**src/rtl/controle_vedacao.sv**
```systemverilog
// controle_vedacao: sequencing controller for conveyor, fill valve and corking press.
// Optional build macro CONTROLE_VEDACAO_DUZIA_EN adds the caixa_completa output, which
// pulses with every 12th done.
module controle_vedacao #(
  parameter int unsigned T_VEDACAO   = 4,
  parameter int unsigned T_ENCHE_MAX = 200
) (
  input  logic       clk,
  input  logic       reset,
  input  logic       start,
  input  logic       sensor_garrafa,
  input  logic       sensor_nivel,
  input  logic [7:0] rolhas_linha,
  input  logic       ack_erro,
  output logic       motor_esteira,
  output logic       valvula_enchimento,
  output logic       acionar_vedacao,
  output logic       done,
  output logic       alarme_sem_rolha,
  output logic       erro_enchimento,
  output logic [7:0] contagem_garrafas,
`ifdef CONTROLE_VEDACAO_DUZIA_EN
  output logic       caixa_completa,
`endif
  output logic [2:0] estado
);

  typedef enum logic [2:0] {
    StIdle    = 3'd0,
    StEsteira = 3'd1,
    StEncher  = 3'd2,
    StVedar   = 3'd3,
    StPrensa  = 3'd4,
    StLibera  = 3'd5,
    StErro    = 3'd6
  } state_e;

  localparam logic [16:0] TEncheMax = 17'(T_ENCHE_MAX);
  localparam logic [16:0] TVedacao  = 17'(T_VEDACAO);

  state_e      state_q, state_d;
  // Shared step timer: counts fill cycles in ENCHER and press cycles in PRENSA.
  logic [15:0] timer_q, timer_d;
  logic [16:0] timer_inc;

  logic       motor_d, valvula_d, acionar_d, done_d, alarme_d, erro_d;
  logic [7:0] contagem_d;

  assign timer_inc = {1'b0, timer_q} + 17'd1;
  assign estado    = state_q;

  // State register and step timer.
  always_ff @(posedge clk) begin
    if (reset) begin
      state_q <= StIdle;
      timer_q <= '0;
    end else begin
      state_q <= state_d;
      timer_q <= timer_d;
    end
  end

  // Next-state logic; ENCHER and PRENSA ignore start so a bottle is never left mid-step.
  always_comb begin
    state_d = state_q;
    timer_d = '0;
    unique case (state_q)
      StIdle: begin
        if (start) state_d = StEsteira;
      end
      StEsteira: begin
        if (!start)              state_d = StIdle;
        else if (sensor_garrafa) state_d = StEncher;
      end
      StEncher: begin
        // Level has priority over a timeout landing on the same edge.
        if (sensor_nivel)                state_d = StVedar;
        else if (timer_inc >= TEncheMax) state_d = StErro;
        else                             timer_d = timer_inc[15:0];
      end
      StVedar: begin
        if (!start)                   state_d = StIdle;
        else if (rolhas_linha != '0)  state_d = StPrensa;
      end
      StPrensa: begin
        if (timer_inc >= TVedacao) state_d = StLibera;
        else                       timer_d = timer_inc[15:0];
      end
      StLibera: begin
        if (!sensor_garrafa) state_d = start ? StEsteira : StIdle;
      end
      StErro: begin
        if (ack_erro) state_d = StIdle;
      end
      default: state_d = StIdle;
    endcase
  end

  // Output next values, derived from the state being entered so outputs track estado.
  always_comb begin
    motor_d    = (state_d == StEsteira) || (state_d == StLibera);
    valvula_d  = (state_d == StEncher);
    acionar_d  = (state_d == StPrensa);
    done_d     = (state_q == StPrensa) && (state_d == StLibera);
    alarme_d   = (state_q == StVedar) && (state_d == StVedar) && (rolhas_linha == '0);
    erro_d     = (state_d == StErro);
    contagem_d = contagem_garrafas + {7'd0, done_d};
  end

  // Output registers.
  always_ff @(posedge clk) begin
    if (reset) begin
      motor_esteira      <= 1'b0;
      valvula_enchimento <= 1'b0;
      acionar_vedacao    <= 1'b0;
      done               <= 1'b0;
      alarme_sem_rolha   <= 1'b0;
      erro_enchimento    <= 1'b0;
      contagem_garrafas  <= '0;
    end else begin
      motor_esteira      <= motor_d;
      valvula_enchimento <= valvula_d;
      acionar_vedacao    <= acionar_d;
      done               <= done_d;
      alarme_sem_rolha   <= alarme_d;
      erro_enchimento    <= erro_d;
      contagem_garrafas  <= contagem_d;
    end
  end

`ifdef CONTROLE_VEDACAO_DUZIA_EN
  logic [3:0] duzia_q;

  // Modulo-12 count of sealed bottles; caixa_completa fires alongside the 12th done.
  always_ff @(posedge clk) begin
    if (reset) begin
      duzia_q        <= '0;
      caixa_completa <= 1'b0;
    end else begin
      caixa_completa <= done_d && (duzia_q == 4'd11);
      if (done_d) duzia_q <= (duzia_q == 4'd11) ? 4'd0 : duzia_q + 4'd1;
    end
  end
`endif

endmodule
```
**config.mk**
```make
export PLATFORM = sky130hd
export DESIGN_NAME = controle_vedacao
export DESIGN_NICKNAME = d
export VERILOG_FILES = /design/src/rtl/controle_vedacao.sv
export SDC_FILE = /design/constraint.sdc
export NUM_CORES = 1
export LEC_CHECK = 0
export ABC_AREA = 1
export ABC_CLOCK_PERIOD_IN_PS = 3250
export BUFFER_PORTS_ARGS = -buffer_cell sky130_fd_sc_hd__buf_2
export CORE_ASPECT_RATIO = 1.4
export CORE_UTILIZATION = 54
export DETAILED_ROUTE_END_ITERATION = 10
export PLACE_DENSITY = 0.82
export SLEW_MARGIN = 20
export SYNTH_ARGS = -nofsm -noshare
export SYNTH_HDL_FRONTEND = slang
export SYNTH_SLANG_ARGS = --single-unit
```
**constraint.sdc**
```tcl
create_clock -name clk -period 3.25 [get_ports clk]
set_input_delay 0.325 -clock clk [delete_from_list [all_inputs] [get_ports clk]]
set_output_delay 0.325 -clock clk [all_outputs]
set_load 0.05 [all_outputs]
```
==> Word level (Yosys, flattened, before mapping) <==
Index checks and enable logic that the tools add are counted.
{ "op_classes": {"add_sub_neg": 2, "mul": 0, "div_mod_pow": 0, "n_lt_le_gt_ge": 2, "eq_ne": 12, "shifts": 0, "muxes": 16, "bitwise": 0, "reduce_logical": 7} }
{ "op_table": {"columns": ["operator", "n"], "rows": [
  ["$mux 16", 3],
  ["$pmux 16 s2", 1],
  ["$mux 3", 10],
  ["$pmux 3 s7", 1],
  ["$eq 3x3->1 const B", 6],
  ["$add 16x1->17 const B", 1],
  ["$ge 17x3->1 const B", 1],
  ["$ge 17x8->1 const B", 1],
  ["$eq 3x2->1 const B", 4],
  ["$add 8x1->8", 1],
  ["$logic_not 8->1", 1],
  ["$reduce_bool 8->1", 1],
  ["$eq 3x1->1 const B", 2],
  ["$logic_and 1x1->1", 3],
  ["$logic_not 3->1", 1],
  ["$logic_or 1x1->1", 1],
  ["$mux 1", 1]
]} }
{ "word_totals": {"reg_bits": 33, "latch_bits": 0, "ram_bits": 0, "rom_bits": 0, "word_cells": 48, "mem_count": 0} }

==> Depth between registers and ports, before layout <==
Gate-level depths: netlist of run 1.
{ "depth": {"ltp_word": 8, "ltp_mapped": 19} }

==> Worst setup path before layout of run 1 <==
Ideal clock, no wire load.
{ "synth_path": {"kind": "register to register", "start": "reg timer_q[0]", "end": "reg contagem_garrafas[6]", "setup_ns": 0.128, "t_arrival_ns": 2.231, "required_ns": 3.122, "setup_slack_ns": 0.891, "path_stages_with_launch": 20, "path_buffers": 0, "period_less_slack_ns": 2.359, "cell_sequence": "dfxtp_1 -> ha_1 -> nand2_1 -> nor2_2 -> nand2_1 -> nand2_1 -> nand2_1 -> nor2_1 -> nand2_1 -> nor2_1 -> nand3_1 -> nand2_1 -> inv_1 -> ha_1 -> ha_1 -> nand2_1 -> nor2_1 -> nand3_1 -> xor2_1 -> nor2_1"} }
{ "synth_via": {"elab_chain_cells": 8, "elab_cells_between_ends": 10} }
{ "synth_lines": {"columns": ["element", "line_no", "text"], "rows": [
  ["from (decl)", "43", "logic [15:0] timer_q, timer_d;"],
  ["from (signal assigned)", "59", "timer_q <= timer_d;"],
  ["$add 16x1->17 *", "49", "assign timer_inc = {1'b0, timer_q} + 17'd1;"],
  ["$ge 17x8->1", "78", "else if (timer_inc >= TEncheMax) state_d = StErro;"],
  ["$mux 3", "78", null],
  ["$mux 3", "77", "if (sensor_nivel) state_d = StVedar;"],
  ["$pmux 3 s7 *", "67", "unique case (state_q)"],
  ["$eq 3x3->1 *", "104", "done_d = (state_q == StPrensa) && (state_d == StLibera);"],
  ["$logic_and 1x1->1 *", "104", null],
  ["via done_d", "46", "logic motor_d, valvula_d, acionar_d, done_d, alarme_d, erro_d;"],
  ["$add 8x1->8 *", "107", "contagem_d = contagem_garrafas + {7'd0, done_d};"],
  ["to (signal assigned)", "127", "contagem_garrafas <= contagem_d;"],
  ["to (decl)", "21", "output logic [7:0] contagem_garrafas,"]
]} }
Mark *: on every way through the listed nets, which the timed path passes. The rest lies on a longest branch.
A chain may end at the register's enable or synchronous reset.

==> Final worst setup path of run 1 <==
Ends and elaborated chain as after synthesis.

==> results of run 1 <==
-- state kept, by name, indices dropped and copies added (netlist names) --
name                count
timer_q                16
contagem_garrafas       8
estado                  3
acionar_vedacao         1
alarme_sem_rolha        1
done                    1
erro_enchimento         1
motor_esteira           1
valvula_enchimento      1
-- worst max-delay path, stage by stage, from the launching register on --
cell and delay, ps:
dfxtp_1 400, ha_1 250, nand2_1 100, nor2_2 240, nand2_1 90, nand2_1 70, nand2_1 60, nor2_1 80
nand2_1 60, nor2_1 130, nand3_1 90, nand2_1 100, inv_1 50, ha_1 190, ha_1 190, nand2_1 80
nor2_1 70, nand3_1 80, xor2_1 140, nor2_1 50
-- logic make-up after synthesis --
family | count (synthesis) | synth area share
and+or+nand+nor | 161 | 0.426
adders and majority gates | 4 | 0.0299
other | 1 | 0.00224
buffers and inverters | 36 | 0.0807
DFF | 33 | 0.394
AOI/OAI and AO/OA | 14 | 0.0515
xor gates and xnor gates | 3 | 0.0157
-- how the worst max path moves through the flow --
stage / startpoint / end / slack [ps] / cells after the start
3_3_place_gp: timer_q[0]$_SDFF_PP0_ / contagem_garrafas[6]$_SDFF_PP0_ / 700 / 19
2_1_floorplan: timer_q[0]$_SDFF_PP0_ / contagem_garrafas[6]$_SDFF_PP0_ / 890 / 19
6_report: timer_q[0]$_SDFF_PP0_ / contagem_garrafas[6]$_SDFF_PP0_ / 590 / 19
4_1_cts: timer_q[0]$_SDFF_PP0_ / contagem_garrafas[6]$_SDFF_PP0_ / 600 / 19
5_1_grt: timer_q[0]$_SDFF_PP0_ / contagem_garrafas[6]$_SDFF_PP0_ / 350 / 19
3_5_place_dp: timer_q[0]$_SDFF_PP0_ / contagem_garrafas[6]$_SDFF_PP0_ / 630 / 19
-- routing by layer --
layer  global-route usage  share of wire  vias up
li1                     -              -      864
met1                0.238           0.40      713
met2                0.462           0.53       43
met3               0.0511          0.048        6
met4                0.132          0.019        0
met5                    0              0        -
-- metrics by stage --
stage / std cells / power [uW] / area (um^2) / utilization
global placement: 325 / 502 / 1890 / 0.652
global route: 333 / 926 / 2010 / 0.693
CTS: 333 / 903 / 2010 / 0.693
finish: 333 / 894 / 2010 / 0.693
floorplan: 259 / 481 / 1700 / -
detailed placement: 325 / 503 / 1890 / 0.652
-- layout by cell type (no fill, tap or decap) --
cell	synthesis	routed
nand2_1	67	67
nor2_1	49	49
inv_1	33	33
dfxtp_1	33	33
buf_2	0	30
nand3_1	18	18
conb_1	1	8
nand4_1	7	7
a21oi_1	6	6
clkbuf_8	0	6
nor2_2	5	5
ha_1	4	4
nor3_1	3	3
xor2_1	3	3
nor4_1	3	3
nand2_2	2	2
nor2_4	2	2
nand2_4	2	2
o21bai_1	2	2
nand3b_1	2	2
clkinv_1	1	1
o21ai_1	1	1
a31oi_1	1	1
inv_2	1	1
o31ai_1	1	1
a221o_1	1	1
and3_1	1	1
o21a_1	1	1
o21ai_0	1	1
clkinvlp_4	0	1
bufinv_16	0	1
-- power by group --
part	switching [uW]	total, uW	internal [uW]
sequential	8.53	423	414
combinational	49.0	71.8	22.7
clock	150	400	249
total	208	894	686
-- area by class of cell --
cell class | instances | area share
timing repair buffer | 30 | 0.0745
sequential | 33 | 0.328
inverter | 35 | 0.0652
clock buffer | 6 | 0.0410
clock inverter | 2 | 0.0186
multi-input combinational | 190 | 0.450
tap | 37 | 0.0230
==> run_results.csv, run 1 <==
group,metric,value,unit
run_status,status,"completed",
cts,insertion_delay,280,ps
floorplanning,num_rows,23,
cts,clock_path_buffers,2,
grt,antenna_found_initial,0,
pwr,cellLeakagePower,0.000998,uW
floorplanning,initial_core_util,0.576,
cts,postCtsSetupBuffers,0,
cts,cts_buffers,5,
timing,fmax,0.376,GHz
route,routed_via_density,4.88,
worst_setup_path,critical_path_arrival,2830,ps
timing,rsz0062_at_grt,"false",
yosys,seq_area_frac_synth,0.394,
final_layout,syn2layout_area_growth,20.2,%
floorplanning,core_area,0.00291,mm^2
pwr,powerDensity,444,mW/mm^2
timing,worst_slack,593,ps
final_layout,final_nets,313,
yosys,synthTopCellsByArea,"dfxtp_1 39%, nand2_1 15%, nor2_1 11%",
yosys,synth-seq-cells,33,
grt,grt_max_degree,12,
yosys,syn_inst,252,
worst_setup_path,crit_type,"register to register",
route,wl_per_cell,10.7,um
cts,root_buffer,"clkbuf_8",
yosys,syn_area,0.00168,mm^2
timing,setup_tns,0,ps
worst_setup_path,r2r_setup_slack,590,ps
floorplanning,num_io_pins,31,
timing,setup_viol,0,
floorplanning,die_x,49.1,um
yosys,ys.flop_type,"dfxtp_1",
final_layout,fill_cells,288,
timing,report.final.slew_viol_count,0,
placed_design,portBuffers,30,
route,vias,1626,
timing,finalHoldViolations,0,
cts,cts_tree,"done",
grt,grt_usage,0.240,
timing,finalCriticalPeriod,2660,ps
final_layout,regArea,661,um^2
yosys,yosys_warnings,0,
worst_hold_path,min_path_type,"input port to register",
cts,clk_pin_slew,70,ps
route,dr.pass1.iters,4,
final_layout,diodes,0,
grt,grt_pass1_wl,6020,um
timing,holdWs,340,ps
yosys,yosysTopAreaCellShare,0.394,
yosys,synth_common_cells,"67 x nand2_1, 49 x nor2_1, 33 x dfxtp_1, 33 x inv_1, 18 x nand3_1",
pwr,ir_drop,0.396,mV
worst_setup_path,required,3420,ps
timing,skew,8.96,ps
grt,grt_pass1_vias,1499,
route,routed_wirelength,3550,um
route,drc,0,
yosys,synth_cell_types,28,
worst_hold_path,min_path_cells,2,
route,antenna_left,0,
placed_design,dp.final_hpwl,2730,um
floorplanning,die_h,67.9,um
worst_setup_path,crit_path_end_kind,"register",
yosys,synth_largest_area_cell,"dfxtp_1",
yosys,yosysMostFrequentCell,"nand2_1",
worst_setup_path,r2r-end,"contagem_garrafas[6]$_SDFF_PP0_",
floorplanning,die_area,0.00333,mm^2
final_layout,drive_above_1_share,0.169,
cts,postCtsHoldBufs,0,
yosys,synth_edf_count,0,
route,drt_iter0_drc,49,
worst_hold_path,min_delay_worst_endpoint,"contagem_garrafas[1]$_SDFF_PP0_",
placed_design,pre_cts_slack,629,ps
worst_setup_path,cp-start-kind,"register",
worst_setup_path,worstPathMaxFanout,6,
final_layout,multiInputGateArea,906,um^2
grt,grt_overflow,0,
worst_hold_path,hold_start,"reset",
yosys,async_flop_share,0,
cts,htreeDepth,2,
timing,fin_crit_sh,0.817,
yosys,syn_avg_cell_area,6.65,um^2
cts,cts_num_sinks,33,
placed_design,gp_congestion,0.937,
flow_run,maxCapViolations,0,
worst_setup_path,r2r_cells,19,
worst_setup_path,r2r_start,"timer_q[0]$_SDFF_PP0_",
cts,cts_resized,0,
No activity file was read; power rests on OpenSTA's default activity.
==> inputs of run 2 (changes only) <==
--- a/config.mk
+++ b/config.mk
@@ -5,13 +5,13 @@
 export SDC_FILE = /design/constraint.sdc
 export NUM_CORES = 1
 export LEC_CHECK = 0
-export ABC_AREA = 1
-export ABC_CLOCK_PERIOD_IN_PS = 3250
+export ABC_AREA = 0
+export ABC_CLOCK_PERIOD_IN_PS = 2400
 export BUFFER_PORTS_ARGS = -buffer_cell sky130_fd_sc_hd__buf_2
 export CORE_ASPECT_RATIO = 1.4
-export CORE_UTILIZATION = 54
+export CORE_UTILIZATION = 49
 export DETAILED_ROUTE_END_ITERATION = 10
-export PLACE_DENSITY = 0.82
+export PLACE_DENSITY = 0.79
 export SLEW_MARGIN = 20
 export SYNTH_ARGS = -nofsm -noshare
 export SYNTH_HDL_FRONTEND = slang
==> constraint.sdc (replaced) <==
create_clock -name clk -period 2.4 [get_ports clk]
set_input_delay 0.24 -clock clk [delete_from_list [all_inputs] [get_ports clk]]
set_output_delay 0.24 -clock clk [all_outputs]
set_load 0.05 [all_outputs]
==> run_results.csv, run 2 <==
group,metric,value,unit
run_status,status,"finished with violations",
run_status,failed_checks,"negative setup slack",
final_layout,design_area,0.00221,mm^2
grt,grt_overflow,0,
worst_setup_path,crit_cells,13,
worst_setup_path,crit_path_end_kind,"register",
yosys,synth_largest_area_cell,"dfxtp_1",
worst_setup_path,crit_type,"register to register",
grt,antenna_found_initial,0,
yosys,synth_common_cells,"33 x dfxtp_1, 25 x nor2_1, 11 x nand3_1",
floorplanning,num_io_pins,31,
cts,cts_buffers,5,
timing,finalCriticalPeriod,2470,ps
yosys,syn_area,0.00165,mm^2
yosys,seq_area_frac_synth,0.401,
final_layout,syn2layout_area_growth,34.2,%
worst_setup_path,cp-start-kind,"register",
floorplanning,die_x,51.0,um
timing,fmax,0.404,GHz
timing,holdWs,277,ps
floorplanning,num_rows,24,
route,routed_via_density,5.33,
placed_design,gp_congestion,0.873,
pwr,powerDensity,482,mW/mm^2
worst_hold_path,min_path_type,"input port to register",
yosys,synth_edf_count,0,
final_layout,largest-register,"timer_q",
route,antenna_left,0,
worst_setup_path,cpMaxStageDelayCell,"or3_4",
pwr,ir_drop,0.504,mV
pwr,cellLeakagePower,0.000944,uW
placed_design,dp.cells,267,
timing,setup_viol,13,
floorplanning,initial_core_util,0.522,
timing,worst_slack,-74.3,ps
worst_setup_path,worstPathMaxFanout,5,
timing,rsz0062_at_grt,"true",
placed_design,dpl_cell_area,0.00202,mm^2
route,dr.pass1.iters,4,
timing,finalHoldViolations,0,
floorplanning,core_area,0.00315,mm^2
cts,htreeDepth,2,
cts,postCtsHoldBufs,0,
worst_setup_path,cp_top_family,"compound AO/OA/AOI/OAI gates",
placed_design,portBuffers,30,
worst_setup_path,critical_path.cell_chain,"ha_4 -> buf_12 -> a211o_1 -> a21oi_2 -> nor2_1 -> or3_4 -> o21ai_4 -> inv_2 -> ha_4 -> ha_4 -> nand3_2 -> xor2_1 -> nor2_1",
worst_setup_path,critical_path_arrival,2640,ps
grt,grt_pass1_wl,6040,um
cts,cts_num_sinks,33,
grt,grt_pass1_vias,1351,
worst_setup_path,required,2570,ps
yosys,syn_inst,182,
timing,fin_crit_sh,1.03,
cts,root_buffer,"clkbuf_8",
final_layout,diodes,0,
yosys,async_flop_share,0,
route,vias,1504,
final_layout,final_cell_mix,"30 x buf_2, 29 x dfxtp_1, 25 x nor2_1",
route,drt_iter0_drc,28,
floorplanning,die_h,70.6,um
route,wl_per_cell,12.9,um
final_layout,largest_reg_flops,16,
worst_setup_path,r2r_cells,13,
cts,insertion_delay,290,ps
yosys,synth_cell_types,53,
worst_setup_path,cp_common_cell,"ha_4",
grt,grt_usage,0.222,
final_layout,fin_cells,282,
yosys,syn_avg_cell_area,9.05,um^2
route,routed_wirelength,3640,um
yosys,yosys_warnings,0,
yosys,synth-seq-cells,33,
yosys,yosysTopAreaCellShare,0.401,
grt,grt_max_degree,14,
final_layout,final_common_cell,"buf_2",
timing,skew,15.2,ps
cts,clock_path_buffers,2,
cts,cts_tree,"done",
cts,clk_pin_slew,80,ps
placed_design,dp.final_hpwl,2530,um
route,drc,0,
final_layout,final_nets,260,
yosys,ys.flop_type,"dfxtp_1",
yosys,synthTopCellsByArea,"dfxtp_1 40%, nor2_1 5.7%, xnor2_1 3.7%",
timing,setup_tns,-498,ps
worst_setup_path,crit_buf_inv,2,
timing,report.final.slew_viol_count,0,
worst_setup_path,max_stage_delay,360,ps
worst_hold_path,min_path_cells,2,
floorplanning,die_area,0.00360,mm^2
pwr,finalPower,1060,uW
yosys,yosysMostFrequentCell,"dfxtp_1",
final_layout,drive_above_1_share,0.374,
flow_run,maxCapViolations,0,
## run 2: changes by cell type in the layout (fill, tap and decap cells not counted), sizes merged, moves of 7 or more
cell	change
inv	-27
xnor2	+7
nor2	-31
nand3	-7
nand2	-66
buf	+24
## run 2: layout make-up
cell class	instances	area, um^2
well taps	39	48.8
repair buffers	54	343
clock inverters	3	17.5
inverters	7	26.3
clock buffers	5	68.8
multi-input cells	141	1040
flip-flops and latches	33	668
fillers	257	943
## run 2: where the power goes
group / switching, uW / internal (uW)
registers: 9.11 / 559
clock network: 203 / 200
logic: 58.3 / 34.9
## run 2: worst paths after layout
kind | from | endpoint | slack [ps]
worst max-delay path | timer_q[1]$_SDFF_PP0_ | contagem_garrafas[6]$_SDFF_PP0_ | -70
worst min-delay path | reset | contagem_garrafas[4]$_SDFF_PP0_ | 280
worst max register to register | timer_q[1]$_SDFF_PP0_ | contagem_garrafas[6]$_SDFF_PP0_ | -70
worst min register to register | contagem_garrafas[7]$_SDFF_PP0_ | contagem_garrafas[7]$_SDFF_PP0_ | 520
## run 2: through the flow
stage,utilization,setup slack (ps)
3_5_place_dp,0.640,-86.2
2_1_floorplan,-,-95.3
5_1_grt,0.701,-182
6_report,0.701,-74.3
4_1_cts,0.689,-32.0
3_3_place_gp,0.640,-49.1
## run 2: worst reg2reg max path: stages, from the launching register on
cell	delay (ps)
dfxtp_4	350
ha_4	170
buf_12	120
a211o_1	280
a21oi_2	130
nor2_1	80
or3_4	360
o21ai_4	170
inv_2	60
ha_4	160
ha_4	170
nand3_2	80
xor2_1	190
nor2_1	50
## run 2: what timing repair did
item                                   in CTS  in global routing
setup buffers                               7                  0
resized for setup                           4                  9
setup endpoints to repair                   5                 14
pin swaps                                   9                  0
endpoints found under the hold margin       0                  0
## run 2: cells by family after synthesis
logic type | Yosys count | synth area share
adder cells (fa/ha/maj) | 4 | 0.0304
multiplexers | 1 | 0.00684
XOR/XNOR | 14 | 0.0745
other | 1 | 0.00228
flip-flops | 33 | 0.401
AO/OA/AOI/OAI | 35 | 0.170
buffers and inverters | 15 | 0.0448
AND/OR/NAND/NOR | 79 | 0.270
## run 2: routing by layer
layer / part of all wire / wire length (um) / GRT usage
met5: 0 / 0 / 0
met4: 0.0088 / 32 / 0.0988
met3: 0.044 / 161 / 0.0473
met2: 0.51 / 1860 / 0.370
met1: 0.44 / 1590 / 0.270
==> inputs of run 3 (changes only) <==
--- a/config.mk
+++ b/config.mk
@@ -11,7 +11,8 @@
 export CORE_ASPECT_RATIO = 1.4
 export CORE_UTILIZATION = 49
 export DETAILED_ROUTE_END_ITERATION = 10
-export PLACE_DENSITY = 0.79
+export PLACE_DENSITY_LB_ADDON = 0.1
+export SKIP_CTS_REPAIR_TIMING = 1
 export SLEW_MARGIN = 20
 export SYNTH_ARGS = -nofsm -noshare
 export SYNTH_HDL_FRONTEND = slang
==> run_results.csv, run 3 (synthesized netlist as in run 2, its figures left out) <==
group,metric,value,unit
final_layout,final_nets,262,
worst_hold_path,min_path_type,"input port to register",
cts,htreeDepth,2,
timing,setup_tns,-11.7,ps
floorplanning,core_area,0.00315,mm^2
timing,fin_crit_sh,1.00,
timing,fmax,0.415,GHz
timing,setup_viol,1,
pwr,powerDensity,537,mW/mm^2
final_layout,final_cell_mix,"30 x buf_2, 28 x dfxtp_1, 25 x nor2_1",
route,drt_iter0_drc,54,
final_layout,final_common_cell,"buf_2",
final_layout,largest-register,"timer_q",
grt,use_met3,0.0452,
pwr,cellLeakagePower,0.00101,uW
placed_design,gp_congestion,0.905,
floorplanning,initial_core_util,0.522,
run_status,failed_checks,"negative setup slack",
worst_setup_path,cpMaxStageDelayCell,"dfxtp_4",
worst_setup_path,worstPathMaxFanout,7,
grt,top_usage_layer,"met2",
floorplanning,die_x,51.0,um
worst_setup_path,crit_buf_inv,2,
cts,cts_buffers,5,
run_status,status,"finished with violations",
route,vias,1596,
timing,rsz0062_at_grt,"true",
flow_run,maxCapViolations,0,
route,routed_wirelength,4010,um
timing,worst_slack,-11.7,ps
worst_setup_path,critical_path.cell_chain,"buf_4 -> a211o_1 -> a21oi_1 -> nor2_1 -> or3_4 -> o21ai_2 -> inv_2 -> ha_4 -> and3_4 -> nand3_2 -> xor2_1 -> nor2_1",
worst_setup_path,cp_common_cell,"nor2_1",
cts,insertion_delay,290,ps
grt,antenna_found_initial,0,
route,drc,0,
pwr,ir_drop,0.770,mV
cts,clock_path_buffers,2,
worst_setup_path,cp-start-kind,"register",
final_layout,syn2layout_area_growth,40.2,%
grt,grt_max_degree,14,
placed_design,dp.final_hpwl,2670,um
pwr,finalPower,1240,uW
grt,use_met1,0.245,
final_layout,diodes,0,
worst_setup_path,crit_type,"register to register",
cts,root_buffer,"clkbuf_8",
route,wl_per_cell,14.1,um
floorplanning,die_h,70.6,um
worst_setup_path,crit_path_end_kind,"register",
grt,grt_overflow,0,
route,routed_via_density,5.62,
grt,grt_usage,0.218,
final_layout,final_util,0.732,
worst_setup_path,cp_top_family,"simple AND/OR/NAND/NOR gates",
grt,gr-usage-met2,0.377,
route,dr.pass1.iters,4,
route,antenna_left,0,
floorplanning,num_rows,24,
final_layout,drive_above_1_share,0.412,
cts,cts_num_sinks,33,
placed_design,dpl_cell_area,0.00203,mm^2
timing,skew,8.03,ps
final_layout,design_area,0.00231,mm^2
timing,report.final.slew_viol_count,0,
floorplanning,num_io_pins,31,
worst_setup_path,max_stage_delay,360,ps
cts,clk_pin_slew,70,ps
timing,finalHoldViolations,0,
final_layout,largest_reg_flops,16,
floorplanning,die_area,0.00360,mm^2
worst_setup_path,required,2570,ps
worst_setup_path,critical_path_arrival,2580,ps
placed_design,portBuffers,30,
grt,grt_pass1_vias,1427,
timing,worst_slew_pin_slew,519,ps
grt,grt_pass1_wl,5950,um
timing,relSlewSlack,0.651,
cts,cts_tree,"done",
timing,finalCriticalPeriod,2410,ps
run 3: changes by cell type in the layout (fill, tap and decap cells not counted), moves of 2 or more:
cell     change
nand3_1      -3
buf_6        +2
nand3_2      +3
dfxtp_4      +2
run 3: metal layers:
metal  vias to the layer above  routed length (um)
li1                        769                   -
met1                       758                1580
met3                         9                 202
met4                         0                  76
met5                         -                   0
met2                        60                2150
run 3: power by group:
part	internal [uW]	switching (uW)	leakage, uW
Combinational	34.5	55.1	0.000666
Clock	371	208	0.0000663
Sequential	557	14.8	0.000273
Total	962	278	0.00101
run 3: metrics by stage:
stage / hold WS (ps) / cells / worst slack (ps)
floorplan: 398 / 189 / -95.3
global placement: 498 / 271 / -48.0
detailed placement: 540 / 271 / -147
CTS: 287 / 279 / -182
global route: 294 / 284 / -147
finish: 279 / 284 / -11.7
run 3: final timing paths:
path	start	end	slack, ps	cells past startpoint
hold / removal	reset	contagem_garrafas[6]$_SDFF_PP0_	280	2
setup / recovery	timer_q[2]$_SDFF_PP0_	contagem_garrafas[5]$_SDFF_PP0_	-10	12
setup reg to reg	timer_q[2]$_SDFF_PP0_	contagem_garrafas[5]$_SDFF_PP0_	-10	12
hold reg to reg	contagem_garrafas[7]$_SDFF_PP0_	contagem_garrafas[7]$_SDFF_PP0_	550	2
run 3: worst register-to-register path: stages, from the launching register on:
cell	delay, ps
dfxtp_4	360
buf_4	160
a211o_1	330
a21oi_1	130
nor2_1	80
or3_4	340
o21ai_2	180
inv_2	60
ha_4	170
and3_4	200
nand3_2	80
xor2_1	150
nor2_1	50
run 3: area by class of cell:
type                    instances  area [um^2]
clock buffers                   6         93.8
clock inverters                 2         35.0
fillers                       227          845
inverters                       7         26.3
multi-input cells             141         1080
flip-flops and latches         33          674
well taps                      39         48.8
repair buffers                 56          353
